--- src/rtl/mem_request_arbiter_if.sv ---
// mem_request_arbiter_if
//   Bundles the requester-side (consumer_*) and memory-side (mem_*) buses of
//   the arbiter. Consumer k occupies slice [k*W +: W] of each flat vector.
//   Memory channel c likewise occupies slice [c*W +: W].
//   Modports:
//     slave  - the arbiter's view: answers consumers and drives memory requests
//     master - the environment's view: the requesters plus the external memory
interface mem_request_arbiter_if #(
    parameter int ADDR_BITS     = 8,
    parameter int DATA_BITS     = 8,
    parameter int NUM_CONSUMERS = 4,
    parameter int NUM_CHANNELS  = 1
);
    logic [NUM_CONSUMERS-1:0]           consumer_read_valid;
    logic [NUM_CONSUMERS*ADDR_BITS-1:0] consumer_read_address;
    logic [NUM_CONSUMERS-1:0]           consumer_read_ready;
    logic [NUM_CONSUMERS*DATA_BITS-1:0] consumer_read_data;
    logic [NUM_CONSUMERS-1:0]           consumer_write_valid;
    logic [NUM_CONSUMERS*ADDR_BITS-1:0] consumer_write_address;
    logic [NUM_CONSUMERS*DATA_BITS-1:0] consumer_write_data;
    logic [NUM_CONSUMERS-1:0]           consumer_write_ready;

    logic [NUM_CHANNELS-1:0]            mem_read_valid;
    logic [NUM_CHANNELS*ADDR_BITS-1:0]  mem_read_address;
    logic [NUM_CHANNELS-1:0]            mem_read_ready;
    logic [NUM_CHANNELS*DATA_BITS-1:0]  mem_read_data;
    logic [NUM_CHANNELS-1:0]            mem_write_valid;
    logic [NUM_CHANNELS*ADDR_BITS-1:0]  mem_write_address;
    logic [NUM_CHANNELS*DATA_BITS-1:0]  mem_write_data;
    logic [NUM_CHANNELS-1:0]            mem_write_ready;

    modport slave (
        input  consumer_read_valid, consumer_read_address,
        output consumer_read_ready, consumer_read_data,
        input  consumer_write_valid, consumer_write_address, consumer_write_data,
        output consumer_write_ready,
        output mem_read_valid, mem_read_address,
        input  mem_read_ready, mem_read_data,
        output mem_write_valid, mem_write_address, mem_write_data,
        input  mem_write_ready
    );

    modport master (
        output consumer_read_valid, consumer_read_address,
        input  consumer_read_ready, consumer_read_data,
        output consumer_write_valid, consumer_write_address, consumer_write_data,
        input  consumer_write_ready,
        input  mem_read_valid, mem_read_address,
        output mem_read_ready, mem_read_data,
        input  mem_write_valid, mem_write_address, mem_write_data,
        output mem_write_ready
    );
endinterface

--- src/rtl/mem_request_arbiter.sv ---
// mem_request_arbiter
//   Serves NUM_CONSUMERS load/store requesters over NUM_CHANNELS external
//   memory channels. Each channel runs its own small FSM; the top allocates
//   idle channels to unclaimed requesters in fixed priority (lowest consumer
//   index first, channels filled in index order) and merges the per-channel
//   responses back onto the consumer vectors.
//   Ports:
//     clk, reset - clock, synchronous active-high reset
//     bus        - mem_request_arbiter_if.slave (consumer and memory buses)

// One memory channel: IDLE -> *_WAITING -> *_RELAYING -> IDLE.
// grant_oh is the one-hot consumer handed to this channel in the current
// cycle (only ever non-zero while idle); claim_oh is the registered owner.
module mem_request_arbiter_channel #(
    parameter int ADDR_BITS     = 8,
    parameter int DATA_BITS     = 8,
    parameter int NUM_CONSUMERS = 4,
    parameter int WRITE_ENABLE  = 1
) (
    input  logic                           clk,
    input  logic                           reset,
    input  logic [NUM_CONSUMERS-1:0]       grant_oh,
    input  logic [NUM_CONSUMERS-1:0]       consumer_read_valid,
    input  logic [NUM_CONSUMERS*ADDR_BITS-1:0] consumer_read_address,
    input  logic [NUM_CONSUMERS-1:0]       consumer_write_valid,
    input  logic [NUM_CONSUMERS*ADDR_BITS-1:0] consumer_write_address,
    input  logic [NUM_CONSUMERS*DATA_BITS-1:0] consumer_write_data,
    output logic                           idle,
    output logic [NUM_CONSUMERS-1:0]       claim_oh,
    output logic                           read_ready,
    output logic [DATA_BITS-1:0]           read_data,
    output logic                           write_ready,
    output logic                           mem_read_valid,
    output logic [ADDR_BITS-1:0]           mem_read_address,
    input  logic                           mem_read_ready,
    input  logic [DATA_BITS-1:0]           mem_read_data,
    output logic                           mem_write_valid,
    output logic [ADDR_BITS-1:0]           mem_write_address,
    output logic [DATA_BITS-1:0]           mem_write_data,
    input  logic                           mem_write_ready
);
    typedef enum logic [2:0] {
        IDLE, READ_WAITING, WRITE_WAITING, READ_RELAYING, WRITE_RELAYING
    } state_t;

    state_t                   state_q, state_n;
    logic [NUM_CONSUMERS-1:0] claim_q, claim_n;
    logic                     mrv_q, mrv_n, mwv_q, mwv_n;
    logic [ADDR_BITS-1:0]     mra_q, mra_n, mwa_q, mwa_n;
    logic [DATA_BITS-1:0]     mwd_q, mwd_n, rdat_q, rdat_n;
    logic                     rrdy_q, rrdy_n, wrdy_q, wrdy_n;

    // One-hot muxes: the granted consumer's request and the owner's valids.
    logic                 sel_rv, cur_rv, cur_wv;
    logic [ADDR_BITS-1:0] sel_ra, sel_wa;
    logic [DATA_BITS-1:0] sel_wd;

    always_comb begin
        sel_rv = |(grant_oh & consumer_read_valid);
        cur_rv = |(claim_q & consumer_read_valid);
        cur_wv = |(claim_q & consumer_write_valid);
        sel_ra = '0;
        sel_wa = '0;
        sel_wd = '0;
        for (int k = 0; k < NUM_CONSUMERS; k++) begin
            if (grant_oh[k]) begin
                sel_ra = sel_ra | consumer_read_address[k*ADDR_BITS +: ADDR_BITS];
                sel_wa = sel_wa | consumer_write_address[k*ADDR_BITS +: ADDR_BITS];
                sel_wd = sel_wd | consumer_write_data[k*DATA_BITS +: DATA_BITS];
            end
        end
    end

    always_ff @(posedge clk) begin
        if (reset) begin
            state_q <= IDLE;
            claim_q <= '0;
            mrv_q   <= 1'b0;
            mra_q   <= '0;
            mwv_q   <= 1'b0;
            mwa_q   <= '0;
            mwd_q   <= '0;
            rrdy_q  <= 1'b0;
            rdat_q  <= '0;
            wrdy_q  <= 1'b0;
        end else begin
            state_q <= state_n;
            claim_q <= claim_n;
            mrv_q   <= mrv_n;
            mra_q   <= mra_n;
            mwv_q   <= mwv_n;
            mwa_q   <= mwa_n;
            mwd_q   <= mwd_n;
            rrdy_q  <= rrdy_n;
            rdat_q  <= rdat_n;
            wrdy_q  <= wrdy_n;
        end
    end

    always_comb begin
        state_n = state_q;
        claim_n = claim_q;
        mrv_n   = mrv_q;
        mra_n   = mra_q;
        mwv_n   = mwv_q;
        mwa_n   = mwa_q;
        mwd_n   = mwd_q;
        rrdy_n  = rrdy_q;
        rdat_n  = rdat_q;
        wrdy_n  = wrdy_q;
        case (state_q)
            IDLE: begin
                // Read wins when a consumer raises both valids.
                if (|grant_oh) begin
                    if (sel_rv) begin
                        claim_n = grant_oh;
                        mrv_n   = 1'b1;
                        mra_n   = sel_ra;
                        state_n = READ_WAITING;
                    end else if (WRITE_ENABLE != 0) begin
                        claim_n = grant_oh;
                        mwv_n   = 1'b1;
                        mwa_n   = sel_wa;
                        mwd_n   = sel_wd;
                        state_n = WRITE_WAITING;
                    end
                end
            end
            READ_WAITING: begin
                if (mem_read_ready) begin
                    mrv_n   = 1'b0;
                    mra_n   = '0;
                    rrdy_n  = 1'b1;
                    rdat_n  = mem_read_data;
                    state_n = READ_RELAYING;
                end
            end
            WRITE_WAITING: begin
                if (mem_write_ready) begin
                    mwv_n   = 1'b0;
                    mwa_n   = '0;
                    mwd_n   = '0;
                    wrdy_n  = 1'b1;
                    state_n = WRITE_RELAYING;
                end
            end
            READ_RELAYING: begin
                if (!cur_rv) begin
                    rrdy_n  = 1'b0;
                    rdat_n  = '0;
                    claim_n = '0;
                    state_n = IDLE;
                end
            end
            WRITE_RELAYING: begin
                if (!cur_wv) begin
                    wrdy_n  = 1'b0;
                    claim_n = '0;
                    state_n = IDLE;
                end
            end
            default: state_n = IDLE;
        endcase
    end

    assign idle              = (state_q == IDLE);
    assign claim_oh          = claim_q;
    assign read_ready        = rrdy_q;
    assign read_data         = rdat_q;
    assign write_ready       = wrdy_q;
    assign mem_read_valid    = mrv_q;
    assign mem_read_address  = mra_q;
    assign mem_write_valid   = mwv_q;
    assign mem_write_address = mwa_q;
    assign mem_write_data    = mwd_q;
endmodule

module mem_request_arbiter #(
    parameter int ADDR_BITS     = 8,
    parameter int DATA_BITS     = 8,
    parameter int NUM_CONSUMERS = 4,
    parameter int NUM_CHANNELS  = 1,
    parameter int WRITE_ENABLE  = 1
) (
    input logic                 clk,
    input logic                 reset,
    mem_request_arbiter_if.slave bus
);
    logic [NUM_CHANNELS-1:0]                    chan_idle, ch_rrdy, ch_wrdy;
    logic [NUM_CHANNELS-1:0][NUM_CONSUMERS-1:0] grant, claim;
    logic [NUM_CHANNELS-1:0][DATA_BITS-1:0]     ch_rdat, mrd, mwd;
    logic [NUM_CHANNELS-1:0][ADDR_BITS-1:0]     mra, mwa;
    logic [NUM_CHANNELS-1:0]                    mrv, mwv;
    logic [NUM_CONSUMERS-1:0]                   claimed, avail, req;
    logic                                       taken;

    assign req = bus.consumer_read_valid
               | ((WRITE_ENABLE != 0) ? bus.consumer_write_valid : '0);

    always_comb begin
        claimed = '0;
        for (int c = 0; c < NUM_CHANNELS; c++) claimed = claimed | claim[c];
    end

    // Channels pick in index order; a consumer granted to a lower channel
    // this cycle is masked out of avail before higher channels look.
    always_comb begin
        avail = ~claimed;
        grant = '0;
        taken = 1'b0;
        for (int c = 0; c < NUM_CHANNELS; c++) begin
            taken = 1'b0;
            if (chan_idle[c]) begin
                for (int k = 0; k < NUM_CONSUMERS; k++) begin
                    if (!taken && avail[k] && req[k]) begin
                        grant[c][k] = 1'b1;
                        taken       = 1'b1;
                    end
                end
            end
            avail = avail & ~grant[c];
        end
    end

    assign mrd = bus.mem_read_data;

    for (genvar c = 0; c < NUM_CHANNELS; c++) begin : g_chan
        mem_request_arbiter_channel #(
            .ADDR_BITS     (ADDR_BITS),
            .DATA_BITS     (DATA_BITS),
            .NUM_CONSUMERS (NUM_CONSUMERS),
            .WRITE_ENABLE  (WRITE_ENABLE)
        ) u_chan (
            .clk                    (clk),
            .reset                  (reset),
            .grant_oh               (grant[c]),
            .consumer_read_valid    (bus.consumer_read_valid),
            .consumer_read_address  (bus.consumer_read_address),
            .consumer_write_valid   (bus.consumer_write_valid),
            .consumer_write_address (bus.consumer_write_address),
            .consumer_write_data    (bus.consumer_write_data),
            .idle                   (chan_idle[c]),
            .claim_oh               (claim[c]),
            .read_ready             (ch_rrdy[c]),
            .read_data              (ch_rdat[c]),
            .write_ready            (ch_wrdy[c]),
            .mem_read_valid         (mrv[c]),
            .mem_read_address       (mra[c]),
            .mem_read_ready         (bus.mem_read_ready[c]),
            .mem_read_data          (mrd[c]),
            .mem_write_valid        (mwv[c]),
            .mem_write_address      (mwa[c]),
            .mem_write_data         (mwd[c]),
            .mem_write_ready        (bus.mem_write_ready[c])
        );
    end

    assign bus.mem_read_valid    = mrv;
    assign bus.mem_read_address  = mra;
    assign bus.mem_write_valid   = mwv;
    assign bus.mem_write_address = mwa;
    assign bus.mem_write_data    = mwd;

    // A consumer is owned by at most one channel, so OR-merging is safe.
    logic [NUM_CONSUMERS-1:0]           cr_rdy, cw_rdy;
    logic [NUM_CONSUMERS*DATA_BITS-1:0] cr_dat;

    always_comb begin
        cr_rdy = '0;
        cw_rdy = '0;
        cr_dat = '0;
        for (int c = 0; c < NUM_CHANNELS; c++) begin
            for (int k = 0; k < NUM_CONSUMERS; k++) begin
                if (claim[c][k]) begin
                    cr_rdy[k] = cr_rdy[k] | ch_rrdy[c];
                    cw_rdy[k] = cw_rdy[k] | ch_wrdy[c];
                    cr_dat[k*DATA_BITS +: DATA_BITS] =
                        cr_dat[k*DATA_BITS +: DATA_BITS] | ch_rdat[c];
                end
            end
        end
    end

    assign bus.consumer_read_ready  = cr_rdy;
    assign bus.consumer_read_data   = cr_dat;
    assign bus.consumer_write_ready = cw_rdy;
endmodule

--- src/flat_wrapper.sv ---
// flat-port wrapper written by rule: the top's interface ports become plain ports
module mem_request_arbiter_flat 
#(
    parameter int ADDR_BITS     = 8,
    parameter int DATA_BITS     = 8,
    parameter int NUM_CONSUMERS = 4,
    parameter int NUM_CHANNELS  = 1,
    parameter int WRITE_ENABLE  = 1
)
  (clk, reset, bus_consumer_read_valid, bus_consumer_read_address, bus_consumer_read_ready, bus_consumer_read_data, bus_consumer_write_valid, bus_consumer_write_address, bus_consumer_write_data, bus_consumer_write_ready, bus_mem_read_valid, bus_mem_read_address, bus_mem_read_ready, bus_mem_read_data, bus_mem_write_valid, bus_mem_write_address, bus_mem_write_data, bus_mem_write_ready);
  mem_request_arbiter_if #(.ADDR_BITS(ADDR_BITS), .DATA_BITS(DATA_BITS), .NUM_CONSUMERS(NUM_CONSUMERS), .NUM_CHANNELS(NUM_CHANNELS)) bus_i ();
  input logic clk;
  input logic reset;
  input wire logic [$bits(bus_i.consumer_read_valid)-1:0] bus_consumer_read_valid;
  input wire logic [$bits(bus_i.consumer_read_address)-1:0] bus_consumer_read_address;
  output wire logic [$bits(bus_i.consumer_read_ready)-1:0] bus_consumer_read_ready;
  output wire logic [$bits(bus_i.consumer_read_data)-1:0] bus_consumer_read_data;
  input wire logic [$bits(bus_i.consumer_write_valid)-1:0] bus_consumer_write_valid;
  input wire logic [$bits(bus_i.consumer_write_address)-1:0] bus_consumer_write_address;
  input wire logic [$bits(bus_i.consumer_write_data)-1:0] bus_consumer_write_data;
  output wire logic [$bits(bus_i.consumer_write_ready)-1:0] bus_consumer_write_ready;
  output wire logic [$bits(bus_i.mem_read_valid)-1:0] bus_mem_read_valid;
  output wire logic [$bits(bus_i.mem_read_address)-1:0] bus_mem_read_address;
  input wire logic [$bits(bus_i.mem_read_ready)-1:0] bus_mem_read_ready;
  input wire logic [$bits(bus_i.mem_read_data)-1:0] bus_mem_read_data;
  output wire logic [$bits(bus_i.mem_write_valid)-1:0] bus_mem_write_valid;
  output wire logic [$bits(bus_i.mem_write_address)-1:0] bus_mem_write_address;
  output wire logic [$bits(bus_i.mem_write_data)-1:0] bus_mem_write_data;
  input wire logic [$bits(bus_i.mem_write_ready)-1:0] bus_mem_write_ready;
  assign bus_i.consumer_read_valid = bus_consumer_read_valid;
  assign bus_i.consumer_read_address = bus_consumer_read_address;
  assign bus_consumer_read_ready = bus_i.consumer_read_ready;
  assign bus_consumer_read_data = bus_i.consumer_read_data;
  assign bus_i.consumer_write_valid = bus_consumer_write_valid;
  assign bus_i.consumer_write_address = bus_consumer_write_address;
  assign bus_i.consumer_write_data = bus_consumer_write_data;
  assign bus_consumer_write_ready = bus_i.consumer_write_ready;
  assign bus_mem_read_valid = bus_i.mem_read_valid;
  assign bus_mem_read_address = bus_i.mem_read_address;
  assign bus_i.mem_read_ready = bus_mem_read_ready;
  assign bus_i.mem_read_data = bus_mem_read_data;
  assign bus_mem_write_valid = bus_i.mem_write_valid;
  assign bus_mem_write_address = bus_i.mem_write_address;
  assign bus_mem_write_data = bus_i.mem_write_data;
  assign bus_i.mem_write_ready = bus_mem_write_ready;
  mem_request_arbiter #(.ADDR_BITS(ADDR_BITS), .DATA_BITS(DATA_BITS), .NUM_CONSUMERS(NUM_CONSUMERS), .NUM_CHANNELS(NUM_CHANNELS), .WRITE_ENABLE(WRITE_ENABLE)) u_core (.clk(clk), .reset(reset), .bus(bus_i));
endmodule
--- config.mk ---
export PLATFORM = sky130hd
export DESIGN_NAME = mem_request_arbiter_flat
export DESIGN_NICKNAME = d
export VERILOG_FILES = /design/src/rtl/mem_request_arbiter_if.sv /design/src/rtl/mem_request_arbiter.sv /design/src/flat_wrapper.sv
export SDC_FILE = /design/constraint.sdc
export NUM_CORES = 1
export LEC_CHECK = 0
export BUFFER_PORTS_ARGS = -buffer_cell sky130_fd_sc_hd__buf_2
export CORE_MARGIN = 3
export CORE_UTILIZATION = 44
export CTS_BUF_LIST = sky130_fd_sc_hd__clkbuf_8
export DETAILED_ROUTE_END_ITERATION = 10
export GPL_TIMING_DRIVEN = 0
export PLACE_DENSITY = 0.85
export SYNTH_ARGS = -nofsm -noshare
export SYNTH_HDL_FRONTEND = slang
export SYNTH_SLANG_ARGS = --single-unit
export TNS_END_PERCENT = 20
--- constraint.sdc ---
create_clock -name clk -period 2.4 [get_ports clk]
set_clock_uncertainty 0.2 [all_clocks]
set_input_delay 0.24 -clock clk [delete_from_list [all_inputs] [get_ports clk]]
set_output_delay 0.24 -clock clk [all_outputs]
set_load 0.05 [all_outputs]
==> results of run 1 <==
metrics by stage:
step	util [%]	cell area, um^2	hold slack (ns)	TNS, ns
4_1_cts	65.1	3870	0.00105	0
6_report	65.4	3890	0.00184	0
2_1_floorplan	-	2730	0.192	0
3_3_place_gp	62.7	3730	0.247	-0.0876
5_1_grt	65.4	3890	0.0205	0
3_5_place_dp	62.7	3730	0.253	-0.770
worst max path at each step:
| stage | from | end | slack (ns) |
|---|---|---|---|
| CTS | u_core.g_chan[0].u_chan.state_q[0]$_SDFFE_PP0P_ | u_core.g_chan[0].u_chan.mem_write_data[3]$_SDFFE_PP0P_ | 0.02 |
| finish | u_core.g_chan[0].u_chan.claim_oh[1]$_SDFFE_PP0P_ | u_core.g_chan[0].u_chan.mem_write_address[4]$_SDFFE_PP0P_ | 0.14 |
| floorplan | u_core.g_chan[0].u_chan.state_q[0]$_SDFFE_PP0P_ | u_core.g_chan[0].u_chan.mem_write_address[2]$_SDFFE_PP0P_ | 0.33 |
| detailed placement | u_core.g_chan[0].u_chan.state_q[0]$_SDFFE_PP0P_ | u_core.g_chan[0].u_chan.mem_read_address[0]$_SDFFE_PP0P_ | -0.11 |
| global route | u_core.g_chan[0].u_chan.state_q[0]$_SDFFE_PP0P_ | u_core.g_chan[0].u_chan.mem_write_data[4]$_SDFFE_PP0P_ | 0.03 |
| global placement | u_core.g_chan[0].u_chan.state_q[0]$_SDFFE_PP0P_ | u_core.g_chan[0].u_chan.mem_write_address[4]$_SDFFE_PP0P_ | -0.03 |
flip-flops by register name (all words and copies together) (netlist names):
name / cells
u_core.g_chan.u_chan.claim_oh: 4
u_core.g_chan.u_chan.mem_read_address: 8
u_core.g_chan.u_chan.mem_read_valid: 1
u_core.g_chan.u_chan.mem_write_address: 8
u_core.g_chan.u_chan.mem_write_data: 8
u_core.g_chan.u_chan.mem_write_valid: 1
u_core.g_chan.u_chan.read_data: 8
u_core.g_chan.u_chan.read_ready: 1
u_core.g_chan.u_chan.state_q: 3
u_core.g_chan.u_chan.write_ready: 1
cell usage after synthesis (2+ instances only):
| master | count |
|---|---|
| dfxtp_1 | 43 |
| and2_1 | 41 |
| a21oi_1 | 33 |
| nor2_1 | 31 |
| a221oi_1 | 30 |
| nand2_1 | 22 |
| inv_1 | 21 |
| nand3_1 | 20 |
| clkbuf_1 | 16 |
| o32ai_1 | 12 |
| a22o_1 | 10 |
| a211oi_1 | 8 |
| a32o_1 | 7 |
| buf_2 | 6 |
| nor2b_1 | 5 |
| o21bai_1 | 4 |
| buf_4 | 3 |
| buf_6 | 3 |
| o21ba_2 | 2 |
power breakdown:
group          switching [mW]  internal, mW
Clock                   0.243         0.259
Sequential              0.111         0.890
Combinational            1.38         0.701
routing by layer:
| layer | GRT usage (%) | part of all wire (%) |
|---|---|---|
| met5 | 0 | 0 |
| met4 | 8.20 | 1.4 |
| met3 | 5.50 | 9.9 |
| met2 | 49.5 | 51 |
| met1 | 33.3 | 38 |
logic make-up (layout without fill, tap and decap cells):
family	Yosys count	in the layout	synth area share (%)
AOI/OAI and AO/OA	122	122	35.0
buffers and inverters	49	242	8.24
DFF	43	43	31.5
and+or+nand+nor	130	130	25.3
layout by cell type, fill, tap and decap left out, types with 5 or more instances in the layout:
cell,n
buf_2,187
and2_1,41
dfxtp_1,41
a21oi_1,33
nor2_1,31
a221oi_1,30
inv_1,22
nand2_1,22
nand3_1,20
clkbuf_1,15
o32ai_1,12
a22o_1,10
a211oi_1,8
a32o_1,7
clkbuf_8,7
nor2b_1,5
area by class of cell:
class,count,area share (%)
multi-input combinational,252,42.8
timing repair buffer,185,24.2
sequential,43,22.2
buffer,28,3.79
clock buffer,7,2.47
tap,75,2.41
inverter,21,2.02
clock inverter,1,0.0964
worst register-to-register path: cells and delay by family (launching register included):
kind | cells | cell delay [ns]
AOI/OAI and AO/OA | 3 | 0.77
buffers and inverters | 2 | 0.53
DFF | 1 | 0.37
and+or+nand+nor | 2 | 0.26
what timing repair did:
| item | 4_1_cts | 5_1_grt |
|---|---|---|
| gates cloned | 0 | 0 |
| endpoints found under the setup margin | 10 | 13 |
| pin swaps | 1 | 0 |
| endpoints found under the hold margin | 3 | 0 |
| gates resized for setup | 1 | 7 |
| buffers inserted | 1 | 0 |
| hold buffers | 3 | 0 |
==> metrics.md, run 1 <==
| Metric | Value |
|---|---|
| Outcome | `completed` |
| Final min period | `2.26 ns` |
| Placed insts | `600` |
| Flop-to-flop setup slack | `0.14 ns` |
| Slowest library cell on the worst path | `dfxtp_1` |
| Syn. warnings | `0` |
| Total power | `3.58 mW` |
| Endpoints failing setup | `0` |
| Synth area leader | `dfxtp_1` |
| Max Fanout on Critical Path | `10` |
| Largest net degree at the start of global routing | `13` |
| Fraction of layout cells with a size suffix above 1 | `40.4%` |
| TritonCTS clock tree | `built` |
| Routability cong. | `0.906` |
| CP bufs+invs | `2` |
| Root buffer cell | `clkbuf_8` |
| Achievable frequency | `0.443 GHz` |
| H-Tree Depth | `2` |
| CP startpoint kind | `register` |
| Routed Antenna Nets | `0` |
| Max-slew violation count | `0` |
| Hold Startpoint | `bus_mem_read_data[4]` |
| Overall routing resource usage | `27.6%` |
| Reg-to-reg endpoint | `u_core.g_chan[0].u_chan.mem_write_address[4]$_SDFFE_PP0P_` |
| Global-route wire length before repair | `16200 um` |
| EDFF count, synth | `0` |
| Mean Syn Cell Area | `7.94 um^2` |
| Worst-path clk slew | `0.08 ns` |
| Iter 0 DRT Violations | `226` |
| Wire per inst | `16.4 um` |
| Max_cap viols | `0` |
| Ys flop type | `dfxtp_1` |
| Post-synthesis sequential area ratio | `31.5%` |
| FF+latch count, synth | `43` |
| Worst slew pin tran | `0.862 ns` |
| Layout area overhead | `42.5%` |
| Ratio of final minimum period to clock period | `94.0%` |
| CP top delay family | `compound AO/OA/AOI/OAI gates` |
| # IOs | `182` |
| Critical path, cell by cell | `o21bai_2 > nand4_1 > buf_2 > nor2_4 > buf_2 > a221oi_1 > o32ai_1` |
| First-pass iteration count of the detailed router | `5` |
| Non-Filler Instances | `612` |
| Hold WC Path Type | `in2reg` |
| WP data required | `2.37 ns` |
| Place WS | `-0.109 ns` |
| Layout Nets | `652` |
| Distinct cells, synth | `46` |
| Synth Cell Area | `2730 um^2` |
| Ranking of synthesized cells by area | `dfxtp_1 32%, a221oi_1 9.6%, and2_1 9.4%` |
| Leakage | `1.84 nW` |
| Crit path top cell by count | `buf_2` |
| Initial Utilization | `45.9%` |
| DP Wirelength | `7840 um` |
| Final wirelength | `10000 um` |
| Syn Nets | `460` |
| ANT cells | `0` |
| Hold Path Depth | `3` |
| DRC | `0` |
| Cell depth of the worst setup path | `7` |
| Num rows | `28` |
| Crit Reg-Reg Startpoint | `u_core.g_chan[0].u_chan.claim_oh[1]$_SDFFE_PP0P_` |
| Clock Sinks | `43` |
| Die ar. | `7190 um^2` |
| Setup slack after layout | `0.143 ns` |
| Hold EP | `u_core.g_chan[0].u_chan.read_data[4]$_SDFFE_PP0P_` |
| Cell Pwr Density | `920 nW/um^2` |
| Die Y | `84.8 um` |
| R2R depth | `7` |
| Critical Path AT | `2.22 ns` |
| Vias per inst | `5.68` |
| Register area | `863 um^2` |
| Vias in the first global route | `3440` |
| Chip width | `84.8 um` |
| Port Buf Inserts | `181` |
| RSZ-0062 raised after global routing | `no` |
| Normalized max-slew margin | `42.4%` |
| Filler cells | `556` |
| Cells after synthesis | `344` |
| Multi-input gate area | `1670 um^2` |
| Top-area cell type share of the netlist area | `31.5%` |
| Placeable Area | `5960 um^2` |
| Crit path kind | `reg2reg` |
| VDD IR-drop max | `0.770 mV` |
| Crit. End Element | `register` |
| Initial antenna violation count | `0` |
| Overflow after GRT | `0` |
| Worst-Skew Late Latency | `0.29 ns` |
| Vias | `3479` |
| CTS buffer count | `5` |
| Largest stage delay, worst path | `0.37 ns` |
| Asr flop ratio synth | `0%` |
| Final Hold Vio Count | `0` |
| CTS Buffer Depth | `2` |
Power figures use the tool's default switching activity.
==> run 2, diff against run 1 <==
--- a/config.mk
+++ b/config.mk
@@ -6,11 +6,14 @@
 export NUM_CORES = 1
 export LEC_CHECK = 0
 export BUFFER_PORTS_ARGS = -buffer_cell sky130_fd_sc_hd__buf_2
+export CORE_ASPECT_RATIO = 0.75
 export CORE_MARGIN = 3
 export CORE_UTILIZATION = 44
 export CTS_BUF_LIST = sky130_fd_sc_hd__clkbuf_8
 export DETAILED_ROUTE_END_ITERATION = 10
+export GPL_ROUTABILITY_DRIVEN = 0
 export GPL_TIMING_DRIVEN = 0
+export HOLD_SLACK_MARGIN = 0.02
 export PLACE_DENSITY = 0.85
 export SYNTH_ARGS = -nofsm -noshare
 export SYNTH_HDL_FRONTEND = slang
==> metrics.md, run 2 (synthesized netlist as in run 1, its figures left out) <==
| Metric | Value |
|---|---|
| Outcome | `completed` |
| Vias in the first global route | `3302 (-4.0%)` |
| Max Fanout on Critical Path | `9 (-1)` |
| Final Core Density | `67.1% (+1.7 points)` |
| Die Y | `74.3 um (-12%)` |
| Final Hold Vio Count | `0 (unchanged)` |
| ANT cells | `0 (unchanged)` |
| Setup slack after layout | `0.136 ns (-0.00675 ns)` |
| Worst-Skew Late Latency | `0.30 ns (about the same)` |
| Chip width | `97 um (+14%)` |
| Crit path kind | `reg2reg` |
| Fraction of layout cells with a size suffix above 1 | `40.3% (-0.15 points)` |
| Layout Nets | `659 (+1.1%)` |
| Leakage | `1.87 nW (+1.5%)` |
| Worst-path clk slew | `0.08 ns (about the same)` |
| Die ar. | `7200 um^2 (+0.14%)` |
| Max_cap viols | `0 (unchanged)` |
| Endpoints failing setup | `0 (unchanged)` |
| Vias | `3529 (+1.4%)` |
| CTS Buffer Depth | `2 (unchanged)` |
| Most common cell after layout, fill and taps aside | `buf_2` |
| Place WS | `-0.116 ns (-0.00704 ns)` |
| VDD IR-drop max | `0.570 mV (-26%)` |
| Placeable Area | `5920 um^2 (-0.67%)` |
| Layout area overhead | `45.2%` |
| Iter 0 DRT Violations | `327 (+45%)` |
| Root buffer cell | `clkbuf_8` |
| Wire per inst | `16.5 um (+0.87%)` |
| Most frequent cells in the layout | `186 x buf_2, 42 x dfxtp_1, 41 x and2_1` |
| Sw frac | `47.3% (-1.1 points)` |
| Global-route wire length before repair | `15400 um (-5.3%)` |
| Overflow after GRT | `0 (unchanged)` |
| RSZ-0062 raised after global routing | `no` |
| First-pass iteration count of the detailed router | `5 (unchanged)` |
| Num rows | `24 (-14%)` |
| Achievable frequency | `0.442 GHz (-0.30%)` |
| Seq pwr share | `27.3% (-0.6 points)` |
| H-Tree Depth | `2 (unchanged)` |
| DP Wirelength | `7950 um (+1.3%)` |
| DRC | `0 (unchanged)` |
| Final min period | `2.26 ns (+0.00675 ns)` |
| WP data required | `2.41 ns (+0.04 ns)` |
| Vias per inst | `5.67 (-0.19%)` |
| Hold WC Path Type | `in2reg` |
| Internal | `1.94 mW (+4.7%)` |
| Overall routing resource usage | `26.3% (-1.3 points)` |
| Logic pwr share | `56.8% (-1.3 points)` |
| Critical Path AT | `2.27 ns (+0.05 ns)` |
| Clock Sinks | `43 (unchanged)` |
| Hold_ws | `0.0129 ns (+0.0111 ns)` |
| Worst slew pin tran | `0.728 ns (-0.134 ns)` |
| TritonCTS clock tree | `built` |
| Total power | `3.67 mW (+2.5%)` |
| Port Buf Inserts | `181 (unchanged)` |
| Initial antenna violation count | `0 (unchanged)` |
| Largest net degree at the start of global routing | `14 (+1)` |
| Clk pwr share | `15.8% (+1.8 points)` |
| Cell Pwr Density | `925 nW/um^2 (+0.57%)` |
| Normalized max-slew margin | `51.3% (+8.9 points)` |
| # IOs | `182 (unchanged)` |
| Max-slew violation count | `0 (unchanged)` |
| CP startpoint kind | `register` |
| CTS buffer count | `5 (unchanged)` |
| Ratio of final minimum period to clock period | `94.3% (+0.28 points)` |
| Initial Utilization | `46.2% (+0.31 points)` |
| Sw Pwr | `1.74 mW (+0.22%)` |
| Routed Antenna Nets | `0 (unchanged)` |
| Final wirelength | `10300 um (+2.5%)` |
| Crit. End Element | `register` |
[run 2: layout make-up]
cell class              count  area [um^2]
plain buffers              28          150
clock buffers               6         82.6
clock inverters             2         35.0
fillers                   481         1950
inverters                  21         78.8
multi-input cells         252         1660
flip-flops and latches     43          862
well taps                  78         97.6
repair buffers            192         1010
[run 2: what timing repair did]
item / in CTS / in global routing
endpoints found under the setup margin: 10 / 16
pin swaps: 0 / 2
hold buffers: 7 / 0
resized for setup: 1 / 5
endpoints found under the hold margin: 7 / 0
buffers inserted: 0 / 4
[run 2: through the flow]
step	area, um^2	instances	setup TNS [ns]
3_3_place_gp	3740	603	-0.254
3_5_place_dp	3740	603	-0.966
5_1_grt	3970	622	0
2_1_floorplan	2730	344	0
6_report	3970	622	0
4_1_cts	3930	618	0
[run 2: power groups by stage]
| stage | logic, mW | clock network (mW) | registers (mW) |
|---|---|---|---|
| 2_1_floorplan | 1.05 | 0 | 1.45 |
| 3_3_place_gp | 1.98 | 0 | 1.01 |
| 3_5_place_dp | 2.03 | 0 | 1.01 |
| 4_1_cts | 2.04 | 0.585 | 0.998 |
| 5_1_grt | 2.23 | 0.613 | 1.02 |
| 6_report | 2.09 | 0.581 | 1.00 |
[run 2: critical path, stage by stage (launching register included)]
cell and delay, ns:
dfxtp_1 0.32, buf_6 0.13, or3_4 0.38, buf_6 0.14, nor3_2 0.48, a32o_1 0.21, a221oi_1 0.06, a211oi_1 0.25
[run 2: layer usage]
metal  vias up  part of all wire (%)  track usage [%]
li1       1674                     -                -
met2       196                    48             45.1
met5         -                     0                0
met1      1636                    41             32.8
met4         0                   2.1             10.3
met3        23                   9.4             6.00
[run 2: path summary, 6_finish.rpt]
path / startpoint / end / slack (ns) / depth (start not counted)
worst max-delay path: u_core.g_chan[0].u_chan.state_q[2]$_SDFFE_PP0P_ / u_core.g_chan[0].u_chan.mem_read_address[6]$_SDFFE_PP0P_ / 0.14 / 7
worst min-delay path: bus_mem_read_data[4] / u_core.g_chan[0].u_chan.read_data[4]$_SDFFE_PP0P_ / 0.01 / 3
worst max register to register: u_core.g_chan[0].u_chan.state_q[2]$_SDFFE_PP0P_ / u_core.g_chan[0].u_chan.mem_read_address[6]$_SDFFE_PP0P_ / 0.14 / 7
worst min register to register: u_core.g_chan[0].u_chan.mem_write_data[4]$_SDFFE_PP0P_ / u_core.g_chan[0].u_chan.mem_write_data[4]$_SDFFE_PP0P_ / 0.28 / 2
